[src/rtl/if_fetch.sv]
// Instruction fetch stage: owns the fetch PC, issues one SRAM read per cycle,
// and captures branch redirects that arrive while the PC cannot advance.
module if_fetch #(
    parameter logic [63:0] RESET_PC = 64'h0000_0000_8000_0000
) (
    input  logic        clk,
    input  logic        rst_n,
    input  logic [5:0]  stall,
    input  logic        br_e,
    input  logic [63:0] br_addr,
    input  logic        inst_sram_ready,
    output logic        inst_sram_en,
    output logic [63:0] inst_sram_addr,
    output logic        pc_valid,
    output logic [63:0] pc,
    output logic        stallreq_if
);

    typedef enum logic [1:0] {
        StBoot  = 2'd0,
        StFetch = 2'd1,
        StWait  = 2'd2
    } state_e;

    state_e      state_q, state_d;
    logic [63:0] fetch_pc_q, fetch_pc_d;
    logic        pend_v_q, pend_v_d;
    logic [63:0] pend_addr_q, pend_addr_d;
    logic        pc_update;

    // Only stall[0] belongs to this stage; the other bits serve later stages.
    logic unused_stall;
    assign unused_stall = ^stall[5:1];

    // State register; reset abandons any WAIT or pending redirect immediately.
    always_ff @(posedge clk or negedge rst_n) begin
        if (!rst_n) begin
            state_q     <= StBoot;
            fetch_pc_q  <= RESET_PC;
            pend_v_q    <= 1'b0;
            pend_addr_q <= 64'h0;
        end else begin
            state_q     <= state_d;
            fetch_pc_q  <= fetch_pc_d;
            pend_v_q    <= pend_v_d;
            pend_addr_q <= pend_addr_d;
        end
    end

    // Next-state: FSM transitions, PC advance/redirect, and redirect capture.
    always_comb begin
        state_d     = state_q;
        fetch_pc_d  = fetch_pc_q;
        pend_v_d    = pend_v_q;
        pend_addr_d = pend_addr_q;
        pc_update   = (state_q == StFetch) && !stall[0] && inst_sram_ready;

        unique case (state_q)
            StBoot:  state_d = StFetch;
            StFetch: if (!inst_sram_ready) state_d = StWait;
            StWait:  if (inst_sram_ready) state_d = StFetch;
            default: state_d = StBoot;
        endcase

        if (pc_update) begin
            // Redirect targets are forced to a 4-byte boundary when loaded.
            if (br_e) begin
                fetch_pc_d = {br_addr[63:2], 2'b00};
            end else if (pend_v_q) begin
                fetch_pc_d = {pend_addr_q[63:2], 2'b00};
            end else begin
                fetch_pc_d = fetch_pc_q + 64'd4;
            end
            pend_v_d = 1'b0;
        end else if (br_e) begin
            // PC frozen this cycle: remember the newest redirect for later.
            pend_v_d    = 1'b1;
            pend_addr_d = br_addr;
        end
    end

    // Outputs: SRAM request and handshake status, purely combinational.
    always_comb begin
        inst_sram_en   = (state_q != StBoot);
        inst_sram_addr = {fetch_pc_q[63:3], 3'b000};
        pc             = fetch_pc_q;
        pc_valid       = inst_sram_en & inst_sram_ready;
        stallreq_if    = inst_sram_en & ~inst_sram_ready;
    end

endmodule

[config.mk]
export PLATFORM = sky130hd
export DESIGN_NAME = if_fetch
export DESIGN_NICKNAME = d
export VERILOG_FILES = /design/src/rtl/if_fetch.sv
export SDC_FILE = /design/constraint.sdc
export NUM_CORES = 1
export LEC_CHECK = 0
export ABC_CLOCK_PERIOD_IN_PS = 4140
export CORE_MARGIN = 2
export CORE_UTILIZATION = 65
export DETAILED_ROUTE_END_ITERATION = 10
export DONT_BUFFER_PORTS = 1
export PLACE_DENSITY_LB_ADDON = 0.2
export SYNTH_ARGS = -nofsm -noshare
export SYNTH_HDL_FRONTEND = slang
export SYNTH_SLANG_ARGS = --single-unit
export TNS_END_PERCENT = 1
[constraint.sdc]
create_clock -name clk -period 4.14 [get_ports clk]
set_input_delay 0.828 -clock clk [delete_from_list [all_inputs] [get_ports clk]]
set_output_delay 0.828 -clock clk [all_outputs]
set_load 0.01 [all_outputs]
Word level (Yosys, flattened, before mapping)
Cells that the tools add are included.
{ "word_totals": {"register_bits": 131, "inputBits": 74, "out_inout_bits": 131, "word_cells": 28} }
{ "op_classes": {"add_sub_neg": 1, "eq_ne": 4, "mux": 7, "bitwise_logic": 4, "reduce_logical": 8} }
{ "ops": {"columns": ["op", "n"], "rows": [
  ["$mux 64", 2],
  ["$add 64x3->64 const B", 1],
  ["$pmux 2 s3", 1],
  ["$mux 2", 2],
  ["$ne 2x2->1 const B", 2],
  ["$reduce_and 2->1", 2],
  ["$reduce_bool 2->1", 2],
  ["$and 1x1->1", 2],
  ["$eq 2x1->1 const B", 1],
  ["$eq 2x2->1 const B", 1],
  ["$logic_and 1x1->1", 2],
  ["$logic_not 2->1", 1],
  ["$mux 1", 2],
  ["$not 1->1", 2],
  ["$logic_not 1->1", 1]
]} }

Longest topological paths before layout
Gate-level depths: netlist of the first run.
{ "depth": {"word_depth": 5, "ltp_mapped": 8, "depth_no_buf": 6} }

Worst setup path before layout of the first run
OpenSTA, ideal clock, no wires.
{ "synth_timing": {"kind": "register to register", "start": "register fetch_pc_q[2], in the netlist pc[2]", "end": "register fetch_pc_q[50], in the netlist pc[50]", "setup_ns": 0.121, "t_arrival_ns": 2.353, "required_ns": 4.019, "setup_slack_ns": 1.666, "stages_incl_launch_ff": 8, "path_buffers": 1, "synth_period_minus_slack_ns": 2.474, "path_cell_list": "dfrtp_1 > ha_1 > nand3_1 > or4_1 > buf_2 > nor4_1 > a31oi_1 > o22a_1"} }
{ "synth_via": {"elab_chain_len": 3} }
{ "synth_rtl": {"columns": ["item", "line_no", "text"], "rows": [
  ["from (decl)", "26", "logic [63:0] fetch_pc_q, fetch_pc_d;"],
  ["from (signal assigned)", "44", "fetch_pc_q <= fetch_pc_d;"],
  ["$add 64x3->64", "72", "fetch_pc_d = fetch_pc_q + 64'd4;"],
  ["$mux 64", "69", "end else if (pend_v_q) begin"],
  ["$mux 64", "67", "if (br_e) begin"]
]} }
No other way between the ends.
A chain may end at the register's enable or synchronous reset.

Worst setup path after layout of the first run
{ "layout_timing": {"start": "register fetch_pc_q[3], in the netlist pc[3]", "end": "register fetch_pc_q[24], in the netlist pc[24]"} }
The elaborated chain is that of the path after synthesis.

==> summary.md, run 1 <==
| Metric | Value |
|---|---|
| HP Class | input pin to async pin |
| Core ar. | between 0.01 and 0.015 mm^2 |
| Yosys cell types | 68 |
| Syn Inst Count | 899 |
| Syn-to-layout area delta | 2.77% |
| Resized Gates After CTS | 0 |
| FF+latch count, synth | about 130 |
| WP data arrival | 3.47 ns |
| DIE AREA | about 0.013 mm^2 |
| Ys flop type | dfrtp_1 |
| Number of fill cells | 939 |
| Reg2reg start | pc[3]$_DFFE_PN0P_ |
| CP Launch Type | register |
| Lkg Pwr | 3.21 nW |
| Routed vias/inst | slightly above 7 |
| Post-Syn Area per Cell | about 8.9 um^2 |
| MaxCap Viol Count | 0 |
| Cells on worst reg2reg path | 6 |
| I/O Buffers | 0 |
| # rows | 40 |
| Largest net degree at the start of global routing | around 130 |
| Post-synth EDFFs | 0 |
| Routed wire per std cell | approximately 23 um |
| CTS root buf | clkbuf_16 |
| Sequential fraction of the synthesis area | 0.397 |
| Final setup vio count | 0 |
| Setup TNS Final | 0 ns |
| # Post-CTS Setup Buffers | 0 |
| Chip Width | 115 um |
| Clk sinks | roughly 130 |
| Status | completed |
| Total Routed Length | 22.6 mm |
| Non-Filler Instances | 969 |
| Warnings, synthesis | 0 |
| Worst slew margin | 0.418 |
| Top Ports | 205 |
| Slew Viols, Final | 0 |
| Cell area power density | roughly 690 mW/mm^2 |
| Global Route Usage Sum | 0.350 |
| Slew @ Worst Pin | 0.865 ns |
| Clock-pin slew on the worst setup and hold paths | roughly 0.05 ns |
| Worst-path fanout max | 13 |
| GPL Wtd Cong | approximately 0.85 |
| FF+latch area | around 0.0032 mm^2 |
| Clock Skew | 0.0142 ns |
| RR Endpoint | pc[24]$_DFFE_PN0P_ |
| Hpwl dp | 14.3 mm |
| DRT iter0 DRCs | between 800 and 900 |
| CTS tree | yes |
| DR DRC count | 0 |
| Drt first pass iters | 6 |
| Multi-input logic area | approximately 0.004 mm^2 |
| Inst Count DP | approximately 940 |
| Worst setup path end | pc[24]$_DFFE_PN0P_ |
| Htree depth | 4 |
| CP Capture Type | register |
| Peak supply drop | 0.403 mV |
| Overflow after GRT | 0 |
| Layout cell share with drive strength beyond 1 | 0.144 |
| Crit path from | pc[3]$_DFFE_PN0P_ |
| Antenna cells | 0 |
| CP required | approximately 4.5 ns |
| Antenna-violating nets left | 0 |
| Die Y | 115 um |
| Final Hold Viols | 0 |
| Final worst path period share | 0.760 |
| Number of global-route vias before repair | about 7000 |
| Fraction of registers with async set/reset | 1.00 |
| Antenna violations before repair | 0 |
| CTS Buf Count | 17 |
| Clk_lat worst skew | between 0.4 and 0.5 ns |
| Detailed-route via count | 7022 |
| Global-route wire length before repair | between 30 and 40 mm |
| Fmax | approximately 320 MHz |
| Area of the mapped netlist | between 0.008 and 0.009 mm^2 |
| R2R setup slack | 0.99 ns |
| Initial Util | 0.667 |
| Final #Nets | about 900 |
| Post-CTS Hold Fix Bufs | 0 |
| Setup CP Type | register to register |
| Final min period | between 3 and 4 ns |
| RSZ-0062 raised after global routing | no |
| CTS Buffer Depth | 2 |
-- through the flow --
| step | hold slack, ns | setup slack, ns | area [um^2] | util | total power (W) |
|---|---|---|---|---|---|
| 2_1_floorplan | 0.451 | 1.67 | 8020 | - | 0.00400 |
| 3_3_place_gp | 0.464 | 1.08 | 7620 | 0.634 | 0.00397 |
| 3_5_place_dp | 0.476 | 1.03 | 7620 | 0.634 | 0.00408 |
| 4_1_cts | 0.0855 | 0.994 | 8230 | 0.685 | 0.00561 |
| 5_1_grt | 0.0864 | 0.813 | 8230 | 0.685 | 0.00596 |
| 6_report | 0.0944 | 0.993 | 8230 | 0.685 | 0.00564 |
-- metal layers --
metal  GRT usage  wire length [um]  vias up
met5           0                 0        -
met4       0.152               620        0
met3       0.124              2770       72
met2       0.540             10600      468
met1       0.447              8580     3386
li1            -                 -     3096
-- cells in the mapped netlist (all sizes together), types with 6 or more instances --
master	n	area share
buf	79	0.069
o31ai	11	0.010
o22ai	11	0.0086
dfrtp	126	0.39
a221o	7	0.0088
nand2b	6	0.0047
nor2	61	0.029
nand3	33	0.021
xnor2	9	0.0098
o31a	7	0.0077
nor4	24	0.022
nor3	12	0.0075
a22oi	19	0.018
a211oi	8	0.0075
clkbuf	49	0.023
nand4	25	0.021
nand2	80	0.038
o21ai	56	0.035
a31oi	12	0.0094
a221oi	8	0.0088
inv	23	0.011
mux2	54	0.076
and3	14	0.011
o21a	6	0.0056
or4	10	0.010
o211ai	12	0.011
a22o	10	0.011
a21oi	49	0.031
or3	9	0.0070
-- registers in the layout (all words and copies together) (netlist names) --
| register | cells |
|---|---|
| state_q | 2 |
| pc | 62 |
| pend_v_q | 1 |
| pend_addr_q | 62 |
-- worst min-delay path by stage --
stage,from,end,slack [ns],cells past startpoint
after floorplan,pend_addr_q[33]$_DFFE_PN0P_,pend_addr_q[33]$_DFFE_PN0P_,0.45,2
after global placement,pend_addr_q[51]$_DFFE_PN0P_,pend_addr_q[51]$_DFFE_PN0P_,0.46,2
after detailed placement,pend_addr_q[54]$_DFFE_PN0P_,pend_addr_q[54]$_DFFE_PN0P_,0.48,2
after CTS,rst_n,pend_addr_q[39]$_DFFE_PN0P_,0.09,0
after global routing,rst_n,pend_addr_q[15]$_DFFE_PN0P_,0.09,0
final,rst_n,pend_addr_q[39]$_DFFE_PN0P_,0.09,0
-- cell families (layout without fill, tap and decap cells) --
family                     Yosys count  count (layout)  share of synthesized area
and+or+nand+nor                    299             299                      0.195
AOI/OAI and AO/OA                  246             246                      0.204
buffers and inverters              152              71                      0.104
DFF                                127             127                      0.397
muxes                               58              58                     0.0809
xor gates and xnor gates            14              14                     0.0153
adders and majority gates            2               2                    0.00281
other                                1               5                   0.000468
-- cell usage in the layout (no fill, tap or decap), drive strengths merged, types with 10 or more instances in the layout --
master  instances
nor4           24
a22o           10
o31ai          11
nand2          80
buf            15
dfrtp         126
inv            23
a31oi          12
nand4          25
a22oi          19
nor3           12
mux2           54
and3           14
o211ai         12
or4            10
o21ai          56
a21oi          49
clkbuf         27
nand3          33
nor2           61
o22ai          11
-- critical path, stage by stage, from the launching register on --
cell     delay, ns
dfrtp_1       0.53
ha_1          0.26
nand3_1       0.30
or4_1         0.90
or3_1         0.52
o31a_1        0.26
o32ai_1       0.27
-- cell type report --
cell class,count,area share
multi-input cells,624,0.491
flip-flops and latches,127,0.387
clock buffers,27,0.0648
well taps,147,0.0224
repair buffers,15,0.0152
inverters,24,0.0109
clock inverters,5,0.00912
-- where the power goes --
part | leakage, nW | internal (W) | switching (W) | total, W
clock network | 0.303 | 0.000995 | 0.000538 | 0.00153
logic | 1.41 | 0.000616 | 0.000770 | 0.00139
registers | 1.50 | 0.00167 | 0.00106 | 0.00272
total | 3.21 | 0.00328 | 0.00237 | 0.00564
Note: power is estimated with default switching activity, not from simulation.
==> inputs of run 2 (changes only) <==
--- a/config.mk
+++ b/config.mk
@@ -5,9 +5,9 @@
 export SDC_FILE = /design/constraint.sdc
 export NUM_CORES = 1
 export LEC_CHECK = 0
-export ABC_CLOCK_PERIOD_IN_PS = 4140
+export ABC_CLOCK_PERIOD_IN_PS = 2700
 export CORE_MARGIN = 2
-export CORE_UTILIZATION = 65
+export CORE_UTILIZATION = 58
 export DETAILED_ROUTE_END_ITERATION = 10
 export DONT_BUFFER_PORTS = 1
 export PLACE_DENSITY_LB_ADDON = 0.2
==> constraint.sdc (replaced) <==
create_clock -name clk -period 2.7 [get_ports clk]
set_input_delay 0.54 -clock clk [delete_from_list [all_inputs] [get_ports clk]]
set_output_delay 0.54 -clock clk [all_outputs]
set_load 0.01 [all_outputs]
==> run 2 against run 1 <==
  * The run now ends with negative hold slack left
  * First-iteration DRC count increased by 15%
  * Sequential power increased by 21%
  * Final cell count increased by 9.6%
  * Largest cell class unchanged
==> summary.md, run 2 (same netlist as run 1, synthesis figures left out) <==
| Metric | Value |
|---|---|
| Status | complete, but fails checks (was completed) |
| Failing checks | negative hold slack |
| CTS Buffer Depth | 2 (unchanged) |
| RSZ-0062 raised after global routing | no (unchanged) |
| # rows | 42 (was 40) |
| Met3 usage | 0.117 (was 0.124) |
| Crit path from | pc[31]$_DFFE_PN1P_ (was pc[3]$_DFFE_PN0P_) |
| Clk_lat worst skew | 0.43 ns (about the same) |
| Worst-path fanout max | 6 (was 13) |
| Setup TNS Final | 0 ns (unchanged) |
| HP Class | input pin to async pin (unchanged) |
| CP Launch Type | register (unchanged) |
| Final min period | 2.57 ns (was 3.15 ns) |
| CP required | 3.00 ns (was 4.46 ns) |
| GPL Wtd Cong | 0.942 (was 0.852) |
| Chip Width | 121 um (was 115 um) |
| Reg2reg start | pc[31]$_DFFE_PN1P_ (was pc[3]$_DFFE_PN0P_) |
| Global route hottest layer | met2 (unchanged) |
| Htree depth | 4 (unchanged) |
| Routed wire per std cell | 22.4 um (was 23.3 um) |
| RR Endpoint | pc[60]$_DFFE_PN0P_ (was pc[24]$_DFFE_PN0P_) |
| Hpwl dp | 15.7 mm (was 14.3 mm) |
| Antenna cells | 0 (unchanged) |
| Routed vias/inst | 6.90 (was 7.25) |
| Overflow after GRT | 0 (unchanged) |
| Drt first pass iters | 5 (was 6) |
| Worst slew margin | 0.554 (was 0.418) |
| Top Ports | 205 (unchanged) |
| MaxCap Viol Count | 0 (unchanged) |
| Layout cell share with drive strength beyond 1 | 0.208 (was 0.144) |
| I/O Buffers | 0 (unchanged) |
| DIE AREA | 0.0148 mm^2 (was 0.0132 mm^2) |
| Final worst path period share | 0.952 (was 0.760) |
| Global-route wire length before repair | 37.2 mm (was 35.7 mm) |
| Inst Count DP | 1031 (was 937) |
| Clk sinks | 127 (unchanged) |
| Lkg Pwr | 3.52 nW (was 3.21 nW) |
| Final Hold Viols | 127 (was 0) |
| GR Util met1 | 0.405 (was 0.447) |
| Detailed-route via count | 7333 (was 7022) |
| Global Route Usage Sum | 0.327 (was 0.350) |
| Number of global-route vias before repair | 7263 (was 6960) |
| Core ar. | 0.0133 mm^2 (was 0.0120 mm^2) |
| Most frequent cells in the layout | dfrtp_1, nand2_1, buf_4 (was dfrtp_1, nand2_1, nor2_1) |
| DR DRC count | 0 (unchanged) |
| Antenna violations before repair | 0 (unchanged) |
| Met2 Use GR | 0.509 (was 0.540) |
| Peak supply drop | 0.667 mV (was 0.403 mV) |
| Largest net degree at the start of global routing | 128 (unchanged) |
| Most common cell after layout, fill and taps aside | dfrtp_1 (unchanged) |
| # Post-CTS Setup Buffers | 0 (unchanged) |
| Final #Nets | 949 (was 884) |
| DRT iter0 DRCs | 973 (was 843) |
| CTS tree | yes (unchanged) |
| Tot Pwr | 0.00913 W (was 0.00564 W) |
| Die Y | 121 um (was 115 um) |
| Clock Skew | 0.00967 ns (was 0.0142 ns) |
| Final setup vio count | 0 (unchanged) |
| WP data arrival | 2.87 ns (was 3.47 ns) |
| Antenna-violating nets left | 0 (unchanged) |
| CTS root buf | clkbuf_16 (unchanged) |
| Number of fill cells | 1073 (was 939) |
| WHS | -0.184 ns (was 0.0944 ns) |
| Non-Filler Instances | 1062 (was 969) |
| CTS Buf Count | 17 (unchanged) |
| Slew Viols, Final | 0 (unchanged) |
| Total Routed Length | 23.8 mm (was 22.6 mm) |
| Initial Util | 0.600 (was 0.667) |
| Syn-to-layout area delta | 9.30% (was 2.77%) |
| CP Capture Type | register (unchanged) |
| Cell area power density | 1040 mW/mm^2 (was 686 mW/mm^2) |
| Slew @ Worst Pin | 0.669 ns (was 0.865 ns) |
| Clock-pin slew on the worst setup and hold paths | 0.06 ns (was 0.05 ns) |
| Fmax | 389 MHz (was 318 MHz) |
| R2R setup slack | 0.13 ns (was 0.99 ns) |
| Setup CP Type | register to register (unchanged) |
| Cells on worst reg2reg path | 7 (was 6) |
[run 2: repair_timing]
| action | in CTS | in global routing |
|---|---|---|
| endpoints found under the hold margin | 127 | 127 |
| setup endpoints to repair | 0 | 2 |
| gates resized for setup | 0 | 2 |
[run 2: area by class of cell]
cell class | instances | area (um^2) | share of cell area
inverters | 24 | 90.1 | 0.0103
well taps | 176 | 220 | 0.0252
multi-input cells | 624 | 4050 | 0.463
clock buffers | 26 | 519 | 0.0593
repair buffers | 80 | 638 | 0.0729
flip-flops and latches | 127 | 3180 | 0.363
clock inverters | 5 | 52.6 | 0.00601
[run 2: power by group]
group | leakage (nW) | internal [W] | switching (W) | total, W
sequential | 1.50 | 0.00257 | 0.000737 | 0.00330
combinational | 1.74 | 0.00140 | 0.00219 | 0.00359
clock | 0.282 | 0.00140 | 0.000831 | 0.00223
[run 2: metrics by stage]
step	setup slack (ns)	util	area, um^2	hold slack, ns
floorplan	0.226	-	8020	0.244
global placement	0.220	0.612	8170	0.250
detailed placement	0.181	0.612	8170	0.248
finish	0.131	0.656	8750	-0.184
CTS	0.140	0.655	8740	-0.202
global route	0.0937	0.656	8750	-0.207
[run 2: worst max path at each step]
stage	cells after the start	slack, ns	end
floorplan	7	0.23	pc[50]$_DFFE_PN0P_
global placement	6	0.22	pc[24]$_DFFE_PN0P_
detailed placement	5	0.18	pc[24]$_DFFE_PN0P_
CTS	5	0.14	pc[24]$_DFFE_PN0P_
global route	5	0.09	pc[45]$_DFFE_PN0P_
finish	7	0.13	pc[60]$_DFFE_PN0P_
[run 2: layer usage]
metal	part of all wire	wire (um)	vias to the layer above
met5	0	0	-
met2	0.45	10800	468
li1	-	-	3225
met1	0.39	9270	3560
met4	0.035	836	0
met3	0.12	2840	80
[run 2: worst max-delay path: stages, from the launching register on]
cell     delay [ns]
dfstp_2        0.53
nand4_1        0.16
buf_4          0.21
or3_1          0.49
nor4_1         0.48
buf_4          0.21
a31oi_1        0.08
a211o_1        0.29
==> inputs of run 3 (changes only) <==
--- a/config.mk
+++ b/config.mk
@@ -5,9 +5,9 @@
 export SDC_FILE = /design/constraint.sdc
 export NUM_CORES = 1
 export LEC_CHECK = 0
-export ABC_CLOCK_PERIOD_IN_PS = 2700
+export ABC_CLOCK_PERIOD_IN_PS = 2830
 export CORE_MARGIN = 2
-export CORE_UTILIZATION = 58
+export CORE_UTILIZATION = 65
 export DETAILED_ROUTE_END_ITERATION = 10
 export DONT_BUFFER_PORTS = 1
 export PLACE_DENSITY_LB_ADDON = 0.2
==> constraint.sdc (replaced) <==
create_clock -name clk -period 2.83 [get_ports clk]
set_input_delay 0.566 -clock clk [delete_from_list [all_inputs] [get_ports clk]]
set_output_delay 0.566 -clock clk [all_outputs]
set_load 0.01 [all_outputs]
==> run 3 against run 2 <==
  * The run still ends with negative hold slack left
  * Final area down 2.1%
  * Setup slack better by 0.084 ns
  * Non-clock buffer count is 16 lower
  * Total power shrank 7.4%
  * Flip-flop and latch count unchanged
  * Combinational power fell by 12%
  * Via count fell by 0.45%
==> summary.md, run 3 (same netlist as run 1, synthesis figures left out) <==
| Metric | Value |
|---|---|
| Status | complete, but fails checks (unchanged) |
| Failing checks | negative hold slack (unchanged) |
| Clock Skew | 0.0107 ns (was 0.00967 ns) |
| Antenna cells | 0 (unchanged) |
| Setup TNS Final | 0 ns (unchanged) |
| Clk sinks | 127 (unchanged) |
| Routed wire per std cell | 23.3 um (was 22.4 um) |
| Lkg Pwr | 3.43 nW (was 3.52 nW) |
| # rows | 40 (was 42) |
| Clock-pin slew on the worst setup and hold paths | 0.06 ns (about the same) |
| Antenna violations before repair | 0 (unchanged) |
| CP Launch Type | register (unchanged) |
| FF+latch area | 0.00318 mm^2 (unchanged) |
| Most common cell after layout, fill and taps aside | dfrtp_1 (unchanged) |
| Most frequent cells in the layout | dfrtp_1, nand2_1, nor2_1 (was dfrtp_1, nand2_1, buf_4) |
| DIE AREA | 0.0132 mm^2 (was 0.0148 mm^2) |
| CTS Buffer Depth | 2 (unchanged) |
| CP Capture Type | register (unchanged) |
| Fmax | 382 MHz (was 389 MHz) |
| Top Ports | 205 (unchanged) |
| Initial Util | 0.667 (was 0.600) |
| Chip Width | 115 um (was 121 um) |
| Final worst path period share | 0.924 (was 0.952) |
| Global Route Usage Sum | 0.361 (was 0.327) |
| Total Routed Length | 23.7 mm (was 23.8 mm) |
| Core ar. | 0.0120 mm^2 (was 0.0133 mm^2) |
| Syn-to-layout area delta | 6.95% (was 9.30%) |
| Final Hold Viols | 126 (was 127) |
| Core Util, Final | 0.713 (was 0.656) |
| Setup CP Type | register to register (unchanged) |
| Final setup vio count | 0 (unchanged) |
| Worst slew margin | 0.484 (was 0.554) |
| DR DRC count | 0 (unchanged) |
| CTS Buf Count | 17 (unchanged) |
| Worst-path fanout max | 7 (was 6) |
| HP Class | input pin to async pin (unchanged) |
| Cell area power density | 988 mW/mm^2 (was 1040 mW/mm^2) |
| I/O Buffers | 0 (unchanged) |
| Die Y | 115 um (was 121 um) |
| GPL Wtd Cong | 0.890 (was 0.942) |
| Overflow after GRT | 0 (unchanged) |
| RSZ-0062 raised after global routing | no (unchanged) |
| Final #Nets | 933 (was 949) |
| DRT iter0 DRCs | 848 (was 973) |
| CTS tree | yes (unchanged) |
| Slew @ Worst Pin | 0.772 ns (was 0.669 ns) |
| Final min period | 2.62 ns (was 2.57 ns) |
| Slew Viols, Final | 0 (unchanged) |
| Drt first pass iters | 6 (was 5) |
| CP required | 3.14 ns (was 3.00 ns) |
| WHS | -0.165 ns (was -0.184 ns) |
| Number of fill cells | 913 (was 1073) |
| # Post-CTS Setup Buffers | 0 (unchanged) |
| Largest net degree at the start of global routing | 128 (unchanged) |
| Routed vias/inst | 7.18 (was 6.90) |
| Detailed-route via count | 7300 (was 7333) |
| Peak supply drop | 0.567 mV (was 0.667 mV) |
| Antenna-violating nets left | 0 (unchanged) |
| Clk_lat worst skew | 0.43 ns (about the same) |
| Multi-input logic area | 0.00405 mm^2 (about the same) |
| WP data arrival | 2.93 ns (was 2.87 ns) |
| Global-route wire length before repair | 37.1 mm (was 37.2 mm) |
| MaxCap Viol Count | 0 (unchanged) |
| Htree depth | 4 (unchanged) |
| Layout cell share with drive strength beyond 1 | 0.191 (was 0.208) |
| Hpwl dp | 15.1 mm (was 15.7 mm) |
| CTS root buf | clkbuf_16 (unchanged) |
| Number of global-route vias before repair | 7362 (was 7263) |
run 3: path summary, 6_finish.rpt:
kind	startpoint	end	slack, ns	cells past startpoint
setup / recovery	pc[31]$_DFFE_PN1P_	pc[60]$_DFFE_PN0P_	0.21	7
hold / removal	rst_n	pc[44]$_DFFE_PN0P_	-0.16	0
setup reg to reg	pc[31]$_DFFE_PN1P_	pc[60]$_DFFE_PN0P_	0.21	7
hold reg to reg	pend_addr_q[48]$_DFFE_PN0P_	pend_addr_q[48]$_DFFE_PN0P_	0.49	2
max in group asynchronous	rst_n	pc[31]$_DFFE_PN1P_	2.68	0
min in group clk	inst_sram_ready	state_q[1]$_DFFE_PN0P_	0.20	1
run 3: through the flow:
stage / instance area [um^2] / setup slack (ns) / hold WS (ns) / total power [W] / cells
after floorplan: 8020 / 0.356 / 0.270 / 0.00585 / 903
after CTS: 8560 / 0.208 / -0.175 / 0.00841 / 1017
after global routing: 8560 / 0.0285 / -0.172 / 0.00892 / 1017
after detailed placement: 8040 / 0.225 / 0.274 / 0.00643 / 986
final: 8560 / 0.215 / -0.165 / 0.00846 / 1017
after global placement: 8040 / 0.283 / 0.276 / 0.00625 / 986
run 3: area by class of cell:
| type | count | share of cell area |
|---|---|---|
| Sequential cell | 127 | 0.371 |
| Inverter | 24 | 0.0105 |
| Clock buffer | 24 | 0.0563 |
| Tap cell | 147 | 0.0215 |
| Timing Repair Buffer | 64 | 0.0634 |
| Clock inverter | 7 | 0.00438 |
| Multi-Input combinational cell | 624 | 0.473 |
run 3: timing repair:
item | in CTS | in global routing
gates resized for setup | 0 | 1
endpoints found under the setup margin | 0 | 2
endpoints found under the hold margin | 127 | 127
run 3: power by group:
group / internal [W] / leakage, nW / switching [W] / total [W]
combinational: 0.00125 / 1.67 / 0.00191 / 0.00316
sequential: 0.00245 / 1.50 / 0.000888 / 0.00334
clock: 0.00117 / 0.259 / 0.000790 / 0.00196
run 3: per-layer routing:
layer / share of wire / GRT usage / vias to the layer above
li1: - / - / 3202
met5: 0 / 0 / -
met2: 0.45 / 0.555 / 501
met4: 0.036 / 0.184 / 0
met1: 0.38 / 0.446 / 3499
met3: 0.13 / 0.135 / 98
run 3: critical path, stage by stage, from the launching register on:
cell and delay [ns]:
dfstp_2 0.65, nand4_1 0.18, buf_4 0.20, or3_1 0.49, nor4_2 0.41, buf_4 0.20, a31oi_1 0.08, a211o_1 0.28
